`config.mk`:
```
export PLATFORM = sky130hd
export DESIGN_NAME = mem_arbiter
export DESIGN_NICKNAME = d
export VERILOG_FILES = /design/src/rtl/mem_arbiter.sv
export SDC_FILE = /design/constraint.sdc
export NUM_CORES = 1
export LEC_CHECK = 0
export CELL_PAD_IN_SITES_DETAIL_PLACEMENT = 0
export CELL_PAD_IN_SITES_GLOBAL_PLACEMENT = 1
export CORE_MARGIN = 2
export CORE_UTILIZATION = 25
export DETAILED_ROUTE_END_ITERATION = 6
export PLACE_DENSITY_LB_ADDON = 0.25
export SLEW_MARGIN = 20
export SYNTH_ARGS = -nofsm -noshare
export SYNTH_HDL_FRONTEND = slang
export SYNTH_SLANG_ARGS = --single-unit
```
`constraint.sdc`:
```
create_clock -name clk -period 1.9 [get_ports clk]
set_input_delay 0.38 -clock clk [delete_from_list [all_inputs] [get_ports clk]]
set_output_delay 0.38 -clock clk [all_outputs]
set_load 0.02 [all_outputs]
```
`src/rtl/mem_arbiter.sv`:
```
// Two-port (cpu, dbg) round-robin arbiter in front of a fixed-latency memory.
// One transaction at a time: IDLE -> ACCESS (LAT cycles) -> DONE -> IDLE.
module mem_arbiter #(
   parameter int LAT = 2,
   parameter int AW  = 32
) (
   input  logic          clk,
   input  logic          reset,
   input  logic          cpu_req,
   input  logic          cpu_we,
   input  logic [AW-1:0] cpu_adr,
   input  logic [31:0]   cpu_wd,
   output logic [31:0]   cpu_rd,
   output logic          cpu_ready,
   input  logic          dbg_req,
   input  logic          dbg_we,
   input  logic [AW-1:0] dbg_adr,
   input  logic [31:0]   dbg_wd,
   output logic [31:0]   dbg_rd,
   output logic          dbg_ready,
   output logic          mem_en,
   output logic          mem_we,
   output logic [AW-1:0] mem_adr,
   output logic [31:0]   mem_wd,
   input  logic [31:0]   mem_rd,
   output logic [1:0]    state
);

   localparam logic [1:0] IDLE   = 2'b00;
   localparam logic [1:0] ACCESS = 2'b01;
   localparam logic [1:0] DONE   = 2'b10;
   localparam logic [3:0] LAST   = 4'(LAT - 1);

   logic [1:0]    st;
   logic [3:0]    cnt;
   logic          ptr;
   logic          own;
   logic          we_q;
   logic [AW-1:0] adr_q;
   logic [31:0]   wd_q;
   logic [31:0]   data_q;
   logic          any_req;
   logic          gnt_dbg;

   // ptr/own: 1 = dbg, 0 = cpu. On a tie the port not granted last wins.
   assign any_req = cpu_req | dbg_req;
   assign gnt_dbg = dbg_req & (~cpu_req | ~ptr);

   always_ff @(posedge clk) begin
      if (reset) begin
         st     <= IDLE;
         cnt    <= '0;
         ptr    <= 1'b1;
         own    <= 1'b0;
         we_q   <= 1'b0;
         adr_q  <= '0;
         wd_q   <= '0;
         data_q <= '0;
      end else begin
         case (st)
            IDLE: begin
               if (any_req) begin
                  st    <= ACCESS;
                  cnt   <= LAST;
                  own   <= gnt_dbg;
                  ptr   <= gnt_dbg;
                  we_q  <= gnt_dbg ? dbg_we  : cpu_we;
                  adr_q <= gnt_dbg ? dbg_adr : cpu_adr;
                  wd_q  <= gnt_dbg ? dbg_wd  : cpu_wd;
               end
            end
            ACCESS: begin
               if (cnt == 4'd0) begin
                  st <= DONE;
                  if (!we_q) data_q <= mem_rd;
               end else begin
                  cnt <= cnt - 4'd1;
               end
            end
            DONE:    st <= IDLE;
            default: st <= IDLE;
         endcase
      end
   end

   // Reset masks the strobes in the same cycle so an aborted access never completes.
   assign mem_en    = ~reset & (st == ACCESS);
   assign mem_we    = mem_en & we_q;
   assign mem_adr   = adr_q;
   assign mem_wd    = wd_q;
   assign cpu_ready = ~reset & (st == DONE) & ~own;
   assign dbg_ready = ~reset & (st == DONE) & own;
   assign cpu_rd    = data_q;
   assign dbg_rd    = data_q;
   assign state     = st;

endmodule

```
; ---- Word level (Yosys, flattened, before mapping)
; Index checks and enable logic that the tools add are counted.
[totals]
latchBits = 0
reg_bits = 105
elab_cells = 43
ramBits = 0
mem_count = 0
romBits = 0
out_inout_bits = 134
inputBits = 166
[classes]
n_mul = 0
n_div = 0
n_lt_le_gt_ge = 0
muxes = 9
n_bitwise = 13
n_addsub = 1
n_reduce_logical = 7
n_eq_ne = 5
shifts = 0
[ops]
columns = op, count
row1 = two-way mux 32 bit, 2
row2 = two-way mux 4 bit, 2
row3 = one-hot mux 4 bit (2 select lines), 1
row4 = AND 1 bit, 6
row5 = != test 2 bit (second input constant), 3
row6 = AND reduction 3 bit, 2
row7 = inverter 1 bit, 5
row8 = logical NOT 4 bit, 1
row9 = two-way mux 2 bit, 2
row10 = one-hot mux 2 bit (2 select lines), 1
row11 = AND reduction 2 bit, 2
row12 = subtractor 4 x 1 -> 4 bit (second input constant), 1
row13 = == test 2 x 1 -> 1 bit (second input constant), 1
row14 = == test 2 bit (second input constant), 1
row15 = logical NOT 2 bit, 1
row16 = bitwise OR 1 bit, 2
row17 = nonzero test 2 bit, 1
row18 = two-way mux 1 bit, 1

; ---- Depth between registers and ports, before layout
; Gate-level depths: netlist of the first run.
[depth]
word_depth = 4
mapped_depth = 6
mapped_depth_nobuf = 5

; ---- Worst setup path after synthesis of the first run
; Ideal clock, no wire load.
[synth_path]
path_type = register to output
startpoint = register st[0], in the netlist state[0]
endpoint = output mem_we
path_buffers = 1
path_slack_ps = 183
arrival_time_ps = 1337
t_required_ps = 1520
stages_incl_launch_ff = 5
cell_sequence = dfxtp_1 -> nand2b_1 -> buf_2 -> nor2_1 -> and2_1
[synth_via]
elab_chain_len = 3
[synth_rtl]
columns = element, line
row1 = start: declaration, 34  ; logic [1:0] st;
row2 = start signal: assignment, 51  ; st <= IDLE;
row3 = start signal: assignment, 63  ; st <= ACCESS;
row4 = start signal: assignment, 74  ; st <= DONE;
row5 = == test 2 x 1 -> 1 bit, 87  ; assign mem_en = ~reset & (st == ACCESS);
row6 = AND 1 bit, 87
row7 = net mem_en, 21  ; output logic mem_en,
row8 = AND 1 bit, 88  ; assign mem_we = mem_en & we_q;
row9 = end: declaration, 22  ; output logic mem_we,
; The timed path passes the listed nets, and every way through them passes these cells.

; ---- Worst setup path after layout of the first run
[layout_path]
startpoint = input reset
endpoint = output mem_en
[layout_via]
elab_chain_len = 2
[layout_rtl]
columns = element, line
row1 = start: declaration, 8  ; input logic reset,
row2 = inverter 1 bit, 87
row3 = AND 1 bit, 87
row4 = end: declaration, 21
; No other way between the ends.

==> results of run 1 <==
## kinds of logic (layout without fill, tap and decap cells)
logic type	Yosys count	in the layout	share of synthesized area [%]
AO/OA/AOI/OAI	143	143	21.5
adder cells (fa/ha/maj)	2	2	0.554
buffers and inverters	74	339	9.78
flip-flops	105	105	46.5
multiplexers	66	66	14.6
AND/OR/NAND/NOR	55	55	6.95
## power by group through the flow
stage          Combinational (uW)  Sequential (uW)  Clock (uW)
2_1_floorplan                 799             2890           0
3_3_place_gp                 2160             2630           0
3_5_place_dp                 2170             2640           0
4_1_cts                      2180             2600        2010
5_1_grt                      2290             2630        2070
6_report                     2150             2600        1920
## final timing paths
kind                            slack [ns]    endpoint        from
worst min-delay path                  0.47  mem_wd[18]  mem_wd[18]
worst min register to register        0.47  mem_wd[18]  mem_wd[18]
worst max-delay path                  0.08      mem_en       reset
worst max register to register        0.28   cpu_rd[4]      cnt[0]
## sequential cells by signal, summed over array words and instances (netlist names)
| signal | cells |
|---|---|
| mem_wd | 32 |
| we_q | 1 |
| mem_adr | 32 |
| own | 1 |
| cnt | 4 |
| state | 2 |
| cpu_rd | 32 |
| ptr | 1 |
## worst reg2reg max path, cell delays in order (launching register included)
cell	delay [ns]
sky130_fd_sc_hd__dfxtp_1	0.32
sky130_fd_sc_hd__inv_1	0.11
sky130_fd_sc_hd__ha_1	0.17
sky130_fd_sc_hd__nor3b_4	0.28
sky130_fd_sc_hd__buf_4	0.39
sky130_fd_sc_hd__nand3_1	0.15
sky130_fd_sc_hd__a21oi_1	0.13
## cells in the final DEF (no fill, tap or decap), types with 2 or more instances in the layout
cell                                n
sky130_fd_sc_hd__mux2i_1           65
sky130_fd_sc_hd__inv_1              4
sky130_fd_sc_hd__o21ai_1           14
sky130_fd_sc_hd__nand3_1           32
sky130_fd_sc_hd__clkbuf_16          9
sky130_fd_sc_hd__clkbuf_2           2
sky130_fd_sc_hd__ha_1               2
sky130_fd_sc_hd__clkbuf_8           2
sky130_fd_sc_hd__or4_1              2
sky130_fd_sc_hd__or3b_1             2
sky130_fd_sc_hd__clkdlybuf4s50_1  295
sky130_fd_sc_hd__dfxtp_1          104
sky130_fd_sc_hd__a21oi_1           36
sky130_fd_sc_hd__nor3_1             2
sky130_fd_sc_hd__buf_4             14
sky130_fd_sc_hd__o2bb2ai_1         65
sky130_fd_sc_hd__and2_1             2
sky130_fd_sc_hd__o21ai_0           23
sky130_fd_sc_hd__nor3b_4            2
sky130_fd_sc_hd__nor2_1             4
sky130_fd_sc_hd__buf_12             6
## metal layers
metal  vias to the layer above  part of all wire, %
met5                         -                    0
met4                         0                  1.4
met3                        12                  8.5
met2                       179                   48
met1                      1993                   42
li1                       2129                    -
## layout make-up
class                   instances  area (sq um)  area share (%)
clock buffers                  12           256            3.23
clock inverters                 4          51.3           0.647
inverters                       4          15.0           0.189
multi-input cells             266          2010            25.4
flip-flops and latches        105          2100            26.5
well taps                     229           287            3.61
repair buffers                319          3210            40.4
## stage by stage
step | utilization [%] | total power [uW] | hold slack, ns | setup TNS [ns] | setup slack (ns)
after floorplan | - | 3690 | 0.454 | 0 | 0.183
after global placement | 42.8 | 4790 | 0.443 | -11.04 | -0.252
after detailed placement | 42.8 | 4810 | 0.445 | -14.96 | -0.302
after CTS | 44.5 | 6780 | 0.467 | 0 | 0.00750
after global routing | 44.4 | 7000 | 0.480 | -0.00215 | -0.00215
final | 44.4 | 6670 | 0.465 | 0 | 0.0752
==> flow_results.xml, run 1 <==
<?xml version="1.0" encoding="UTF-8"?>
<metrics>
  <group name="setup_path">
    <metric name="timing.critical_path.to_type" unit="">output port</metric>
    <metric name="crit_chain" unit="">clkdlybuf4s50_1 &gt; nor2_1 &gt; buf_4 &gt; dlygate4sd2_1</metric>
    <metric name="cpLargestDelayFamily" unit="">buffers and inverters</metric>
    <metric name="critical_path.n_buffers_inverters" unit="">3</metric>
    <metric name="critical_path_slowest_stage_cell" unit="">sky130_fd_sc_hd__clkdlybuf4s50_1</metric>
    <metric name="start_kind" unit="">input port</metric>
    <metric name="worst-path-max-fanout" unit="">4</metric>
    <metric name="critPathArrivalTime" unit="ns">1.44</metric>
    <metric name="cpPeakStageDelay" unit="ns">0.46</metric>
    <metric name="timing.critical_path.required" unit="ns">1.52</metric>
    <metric name="path_class" unit="">in2out</metric>
    <metric name="reg2reg_path_depth" unit="">6</metric>
    <metric name="critical_path_cell_count" unit="">4</metric>
  </group>
  <group name="synthesis">
    <metric name="ys.warnings.count" unit="">0</metric>
    <metric name="synth.ff_latch_count" unit="">105</metric>
    <metric name="synth.yosys.seq_area_share" unit="%">46.5</metric>
    <metric name="synth_area_per_cell" unit="sq um">10.2</metric>
    <metric name="synth.lib_cells_used.distinct" unit="">32</metric>
    <metric name="netlist_top_cells_count" unit="">sky130_fd_sc_hd__dfxtp_1, sky130_fd_sc_hd__mux2i_1, sky130_fd_sc_hd__o2bb2ai_1, sky130_fd_sc_hd__a21oi_1, sky130_fd_sc_hd__buf_4</metric>
    <metric name="fraction_of_registers_with_async_set_or_reset_after_synthesis" unit="%">0</metric>
    <metric name="synth.top_cell.area_share" unit="%">46.5</metric>
    <metric name="cell_type_with_the_largest_total_area_after_synthesis" unit="">sky130_fd_sc_hd__dfxtp_1</metric>
    <metric name="synth_nets" unit="">613</metric>
    <metric name="most_common_cell_in_the_netlist" unit="">sky130_fd_sc_hd__dfxtp_1</metric>
    <metric name="primary_flip_flop_cell_chosen_by_synthesis_mapping" unit="">sky130_fd_sc_hd__dfxtp_1</metric>
    <metric name="synth_area" unit="sq mm">0.00452</metric>
    <metric name="syn-instance-count" unit="">445</metric>
    <metric name="synth_area_leaders" unit="">sky130_fd_sc_hd__dfxtp_1, sky130_fd_sc_hd__mux2i_1, sky130_fd_sc_hd__o2bb2ai_1, sky130_fd_sc_hd__buf_4, sky130_fd_sc_hd__a21oi_1</metric>
    <metric name="synth_enable_flop_cells" unit="">0</metric>
  </group>
  <group name="timing">
    <metric name="grt_setup_unrepaired" unit="">true</metric>
    <metric name="max_slew.worst_pin.slew" unit="ns">0.435</metric>
    <metric name="worst_slew_margin_rel" unit="%">71.0</metric>
    <metric name="fmax" unit="MHz">548</metric>
    <metric name="final.min_clock_period" unit="ns">1.82</metric>
    <metric name="setup_viol_count_final" unit="">0</metric>
    <metric name="hold_viol_final" unit="">0</metric>
    <metric name="clock-skew-final" unit="ns">0.00550</metric>
    <metric name="finalMaxSlewViolations" unit="">0</metric>
    <metric name="final_min_period_over_clock_period" unit="%">96.0</metric>
  </group>
  <group name="route">
    <metric name="remaining_drcs" unit="">0</metric>
    <metric name="mean_routed_wirelength_per_cell" unit="um">16.0</metric>
    <metric name="drt-pass1-iter-count" unit="">4</metric>
    <metric name="ant_nets" unit="">0</metric>
    <metric name="vias" unit="">4313</metric>
    <metric name="totalWireLength" unit="um">15000</metric>
    <metric name="vias_per_cell" unit="">4.59</metric>
    <metric name="drtIter0Drc" unit="">101</metric>
  </group>
  <group name="placed_design">
    <metric name="detailed_place_hpwl" unit="um">11200</metric>
    <metric name="postPlaceCellArea" unit="sq mm">0.00763</metric>
    <metric name="routabilityCongestion" unit="">0.747</metric>
    <metric name="dp_cells" unit="">923</metric>
    <metric name="port_buffers" unit="">299</metric>
  </group>
  <group name="floorplan">
    <metric name="top_level_ports" unit="">300</metric>
    <metric name="core" unit="sq mm">0.0178</metric>
    <metric name="die_height" unit="um">138</metric>
    <metric name="fp-row-count" unit="">49</metric>
    <metric name="die_w" unit="um">138</metric>
    <metric name="initial_util" unit="%">25.3</metric>
    <metric name="die_area" unit="sq mm">0.0192</metric>
  </group>
  <group name="global_routing">
    <metric name="met1_usage" unit="%">18.1</metric>
    <metric name="grt_first_pass_wirelength" unit="um">23500</metric>
    <metric name="grt.met2_usage" unit="%">26.1</metric>
    <metric name="grt_max_degree" unit="">39</metric>
    <metric name="grt.overflow.total" unit="">0</metric>
    <metric name="antenna_violations_before_repair" unit="">0</metric>
    <metric name="grt_use_total" unit="%">15.3</metric>
    <metric name="grt_pass1_vias" unit="">4385</metric>
    <metric name="grt_use_met3" unit="%">5.02</metric>
    <metric name="busiest_metal_layer_after_global_routing" unit="">met2</metric>
  </group>
  <group name="final_layout">
    <metric name="finalInstanceArea" unit="sq mm">0.00793</metric>
    <metric name="areaGrowthSynthToFinish" unit="%">75.5</metric>
    <metric name="diodes" unit="">0</metric>
    <metric name="nFillCells" unit="">1666</metric>
    <metric name="drive_above_1_share" unit="%">6.20</metric>
    <metric name="non_filler_instance_count_after_layout" unit="">939</metric>
    <metric name="layout.nets" unit="">873</metric>
  </group>
  <group name="worst_hold_path">
    <metric name="min_path_type" unit="">reg2reg</metric>
    <metric name="worst_hold_path.num_cells" unit="">1</metric>
  </group>
  <group name="pwr">
    <metric name="power_frac_clock" unit="%">28.8</metric>
    <metric name="switchingPower" unit="uW">2030</metric>
    <metric name="power.switching_fraction" unit="%">30.4</metric>
    <metric name="power.static_leakage" unit="uW">0.00283</metric>
    <metric name="pwr_density_cell" unit="mW/mm^2">841</metric>
    <metric name="vdd_ir_drop_max" unit="mV">0.416</metric>
    <metric name="combinationalPowerShare" unit="%">32.2</metric>
    <metric name="power.sequential.fraction" unit="%">38.9</metric>
    <metric name="p_int" unit="uW">4640</metric>
  </group>
  <group name="clock_network">
    <metric name="path_clk_slew" unit="ns">0.07</metric>
    <metric name="numCtsBuffers" unit="">9</metric>
    <metric name="clock-sinks" unit="">105</metric>
    <metric name="hold_buffers" unit="">0</metric>
    <metric name="ctsHtreeMaxLevel" unit="">3</metric>
    <metric name="root_buffer_master" unit="">sky130_fd_sc_hd__clkbuf_16</metric>
    <metric name="cts_tree" unit="">built</metric>
    <metric name="cts_repair_resize_count" unit="">5</metric>
    <metric name="clock_latency" unit="ns">0.34</metric>
    <metric name="max-clock-path-buffers" unit="">2</metric>
    <metric name="post_cts.repair.setup_buffers" unit="">0</metric>
  </group>
  <group name="run">
    <metric name="cap_viol_max_count" unit="">0</metric>
  </group>
  <group name="status">
    <metric name="run_status" unit="">complete, no violations</metric>
  </group>
</metrics>
Note: power is estimated with default switching activity, not from simulation.
==> inputs of run 2 (changes only) <==
Settings changed: HOLD_SLACK_MARGIN from default to 0.05.
==> results of run 2 <==
The final DEF is identical to that of run 1; final timing and power are the same.
==> inputs of run 3 (changes only) <==
Settings changed: RECOVER_POWER from default to 25, SLEW_MARGIN 20 to default.
==> run 3 against run 2 <==
  * Count of clock-buffer cells in the layout stayed put
  * Global-route usage unchanged
  * Largest cell class unchanged
  * Worst setup slack worse by 0.0016 ns
  * Design area shrank 0.13%
  * Non-clock buffer count is the same
  * Combinational power decreased by 2%
  * Clock skew is essentially flat
  * Worst hold slack lost 0.0058 ns
  * First-iteration DRC count grew 7.9%
  * Final cell count is the same
  * Power is 0.64% lower
==> flow_results.xml, run 3 (synthesized netlist as in run 1, its figures left out) <==
<?xml version="1.0" encoding="UTF-8"?>
<metrics>
  <group name="final_layout">
    <metric name="most-common-layout-cells" unit="">sky130_fd_sc_hd__clkdlybuf4s50_1, sky130_fd_sc_hd__dfxtp_1, sky130_fd_sc_hd__mux2i_1, sky130_fd_sc_hd__o2bb2ai_1, sky130_fd_sc_hd__a21oi_1</metric>
    <metric name="finalInstanceArea" unit="sq mm">0.00792</metric>
    <metric name="nFillCells" unit="">1669</metric>
    <metric name="diodes" unit="">0</metric>
    <metric name="mostFrequentLayoutCell" unit="">sky130_fd_sc_hd__clkdlybuf4s50_1</metric>
    <metric name="areaGrowthSynthToFinish" unit="%">75.3</metric>
    <metric name="layout.nets" unit="">873</metric>
    <metric name="non_filler_instance_count_after_layout" unit="">939</metric>
    <metric name="multi_input_combinational_cell_area" unit="sq mm">0.00200</metric>
    <metric name="seq_area" unit="sq mm">0.00210</metric>
    <metric name="drive_above_1_share" unit="%">6.06</metric>
  </group>
  <group name="floorplan">
    <metric name="fp-row-count" unit="">49</metric>
    <metric name="initial_util" unit="%">25.3</metric>
    <metric name="die_w" unit="um">138</metric>
    <metric name="die_height" unit="um">138</metric>
    <metric name="core" unit="sq mm">0.0178</metric>
    <metric name="top_level_ports" unit="">300</metric>
    <metric name="die_area" unit="sq mm">0.0192</metric>
  </group>
  <group name="pwr">
    <metric name="vdd_ir_drop_max" unit="mV">0.417</metric>
    <metric name="power.static_leakage" unit="uW">0.00291</metric>
    <metric name="pwr_density_cell" unit="mW/mm^2">837</metric>
  </group>
  <group name="placed_design">
    <metric name="postPlaceCellArea" unit="sq mm">0.00763</metric>
    <metric name="detailed_place_hpwl" unit="um">11200</metric>
    <metric name="dp_cells" unit="">923</metric>
    <metric name="routabilityCongestion" unit="">0.747</metric>
    <metric name="port_buffers" unit="">299</metric>
  </group>
  <group name="setup_path">
    <metric name="reg_to_reg_startpoint" unit="">cnt[0]</metric>
    <metric name="reg2reg_path_depth" unit="">6</metric>
    <metric name="timing.critical_path.to_type" unit="">output port</metric>
    <metric name="worst-path-max-fanout" unit="">4</metric>
    <metric name="timing.rr.end" unit="">cpu_rd[4]</metric>
    <metric name="cpPeakStageDelay" unit="ns">0.47</metric>
    <metric name="rrSetupSlack" unit="ns">0.16</metric>
    <metric name="timing.critical_path.required" unit="ns">1.52</metric>
    <metric name="cp-endpoint" unit="">mem_en</metric>
    <metric name="crit_chain" unit="">clkdlybuf4s50_1 &gt; nor2_1 &gt; buf_4 &gt; dlygate4sd2_1</metric>
    <metric name="critical_path_slowest_stage_cell" unit="">sky130_fd_sc_hd__clkdlybuf4s50_1</metric>
    <metric name="crit_path_start" unit="">reset</metric>
    <metric name="critPathArrivalTime" unit="ns">1.45</metric>
    <metric name="start_kind" unit="">input port</metric>
    <metric name="path_class" unit="">in2out</metric>
  </group>
  <group name="global_routing">
    <metric name="grt_max_degree" unit="">39</metric>
    <metric name="grt_use_total" unit="%">15.3</metric>
    <metric name="grt.overflow.total" unit="">0</metric>
    <metric name="antenna_violations_before_repair" unit="">0</metric>
    <metric name="grt_first_pass_wirelength" unit="um">23500</metric>
    <metric name="grt_pass1_vias" unit="">4385</metric>
  </group>
  <group name="clock_network">
    <metric name="path_clk_slew" unit="ns">0.07</metric>
    <metric name="clock_latency" unit="ns">0.34</metric>
    <metric name="clock-sinks" unit="">105</metric>
    <metric name="ctsHtreeMaxLevel" unit="">3</metric>
    <metric name="hold_buffers" unit="">0</metric>
    <metric name="root_buffer_master" unit="">sky130_fd_sc_hd__clkbuf_16</metric>
    <metric name="numCtsBuffers" unit="">9</metric>
    <metric name="max-clock-path-buffers" unit="">2</metric>
    <metric name="cts_tree" unit="">built</metric>
  </group>
  <group name="route">
    <metric name="mean_routed_wirelength_per_cell" unit="um">16.0</metric>
    <metric name="drtIter0Drc" unit="">109</metric>
    <metric name="vias" unit="">4313</metric>
    <metric name="vias_per_cell" unit="">4.59</metric>
    <metric name="ant_nets" unit="">0</metric>
    <metric name="drt-pass1-iter-count" unit="">4</metric>
    <metric name="totalWireLength" unit="um">15000</metric>
    <metric name="remaining_drcs" unit="">0</metric>
  </group>
  <group name="timing">
    <metric name="final.min_clock_period" unit="ns">1.83</metric>
    <metric name="setup_viol_count_final" unit="">0</metric>
    <metric name="fmax" unit="MHz">548</metric>
    <metric name="clock-skew-final" unit="ns">0.00583</metric>
    <metric name="finalMaxSlewViolations" unit="">0</metric>
    <metric name="hold_viol_final" unit="">0</metric>
    <metric name="worst_slew_margin_rel" unit="%">71.1</metric>
    <metric name="final_min_period_over_clock_period" unit="%">96.1</metric>
    <metric name="grt_setup_unrepaired" unit="">true</metric>
    <metric name="max_slew.worst_pin.slew" unit="ns">0.433</metric>
  </group>
  <group name="status">
    <metric name="run_status" unit="">complete, no violations</metric>
  </group>
  <group name="run">
    <metric name="cap_viol_max_count" unit="">0</metric>
  </group>
  <group name="worst_hold_path">
    <metric name="min_path_type" unit="">reg2reg</metric>
  </group>
</metrics>
## run 3: how the worst min path moves through the flow
| stage | startpoint | end | slack, ns | cells past startpoint |
|---|---|---|---|---|
| floorplan | cnt[0] | cnt[0] | 0.45 | 1 |
| global placement | mem_wd[18] | mem_wd[18] | 0.44 | 1 |
| detailed placement | mem_adr[2] | mem_adr[2] | 0.45 | 1 |
| CTS | mem_wd[18] | mem_wd[18] | 0.47 | 1 |
| global route | mem_adr[1] | mem_adr[1] | 0.47 | 1 |
| finish | mem_wd[18] | mem_wd[18] | 0.46 | 1 |
## run 3: area by class of cell
| type | count | share of cell area, % |
|---|---|---|
| timing repair buffer | 319 | 40.4 |
| multi-input combinational | 266 | 25.3 |
| tap | 229 | 3.62 |
| inverter | 4 | 0.190 |
| clock buffer | 12 | 3.24 |
| sequential | 105 | 26.6 |
| clock inverter | 4 | 0.648 |
## run 3: per-layer routing
| metal | share of wire [%] | vias to the layer above | GRT usage (%) | wire length, um |
|---|---|---|---|---|
| met5 | 0 | - | 0 | 0 |
| li1 | - | 2130 | - | - |
| met2 | 48 | 185 | 26.1 | 7270 |
| met4 | 1.4 | 0 | 5.32 | 211 |
| met1 | 42 | 1986 | 18.1 | 6230 |
| met3 | 8.6 | 12 | 5.02 | 1290 |
## run 3: metrics by stage
| stage | worst slack, ns | util (%) | total power, uW | TNS [ns] | hold slack (ns) |
|---|---|---|---|---|---|
| after global placement | -0.252 | 42.8 | 4790 | -11.04 | 0.443 |
| final | 0.0735 | 44.4 | 6630 | 0 | 0.459 |
| after CTS | 0.00750 | 44.5 | 6780 | 0 | 0.467 |
| after floorplan | 0.183 | - | 3690 | 0 | 0.454 |
| after global routing | -0.00215 | 44.4 | 6950 | -0.00215 | 0.475 |
| after detailed placement | -0.302 | 42.8 | 4810 | -14.96 | 0.445 |
## run 3: critical path, delay by kind of cell
kind                   cells  cell delay (ns)
buffers and inverters      3             0.91
and+or+nand+nor            1             0.16
## run 3: power by group
part | total, uW | internal [uW] | switching [uW]
clock | 1930 | 1100 | 829
sequential | 2590 | 2440 | 149
combinational | 2110 | 1060 | 1050
total | 6630 | 4600 | 2030
## run 3: repair_timing
| item | in CTS | in global routing |
|---|---|---|
| resized for setup | 5 | 7 |
| buffers inserted | 0 | 0 |
| endpoints found under the setup margin | 4 | 5 |
| pin swaps | 0 | 0 |
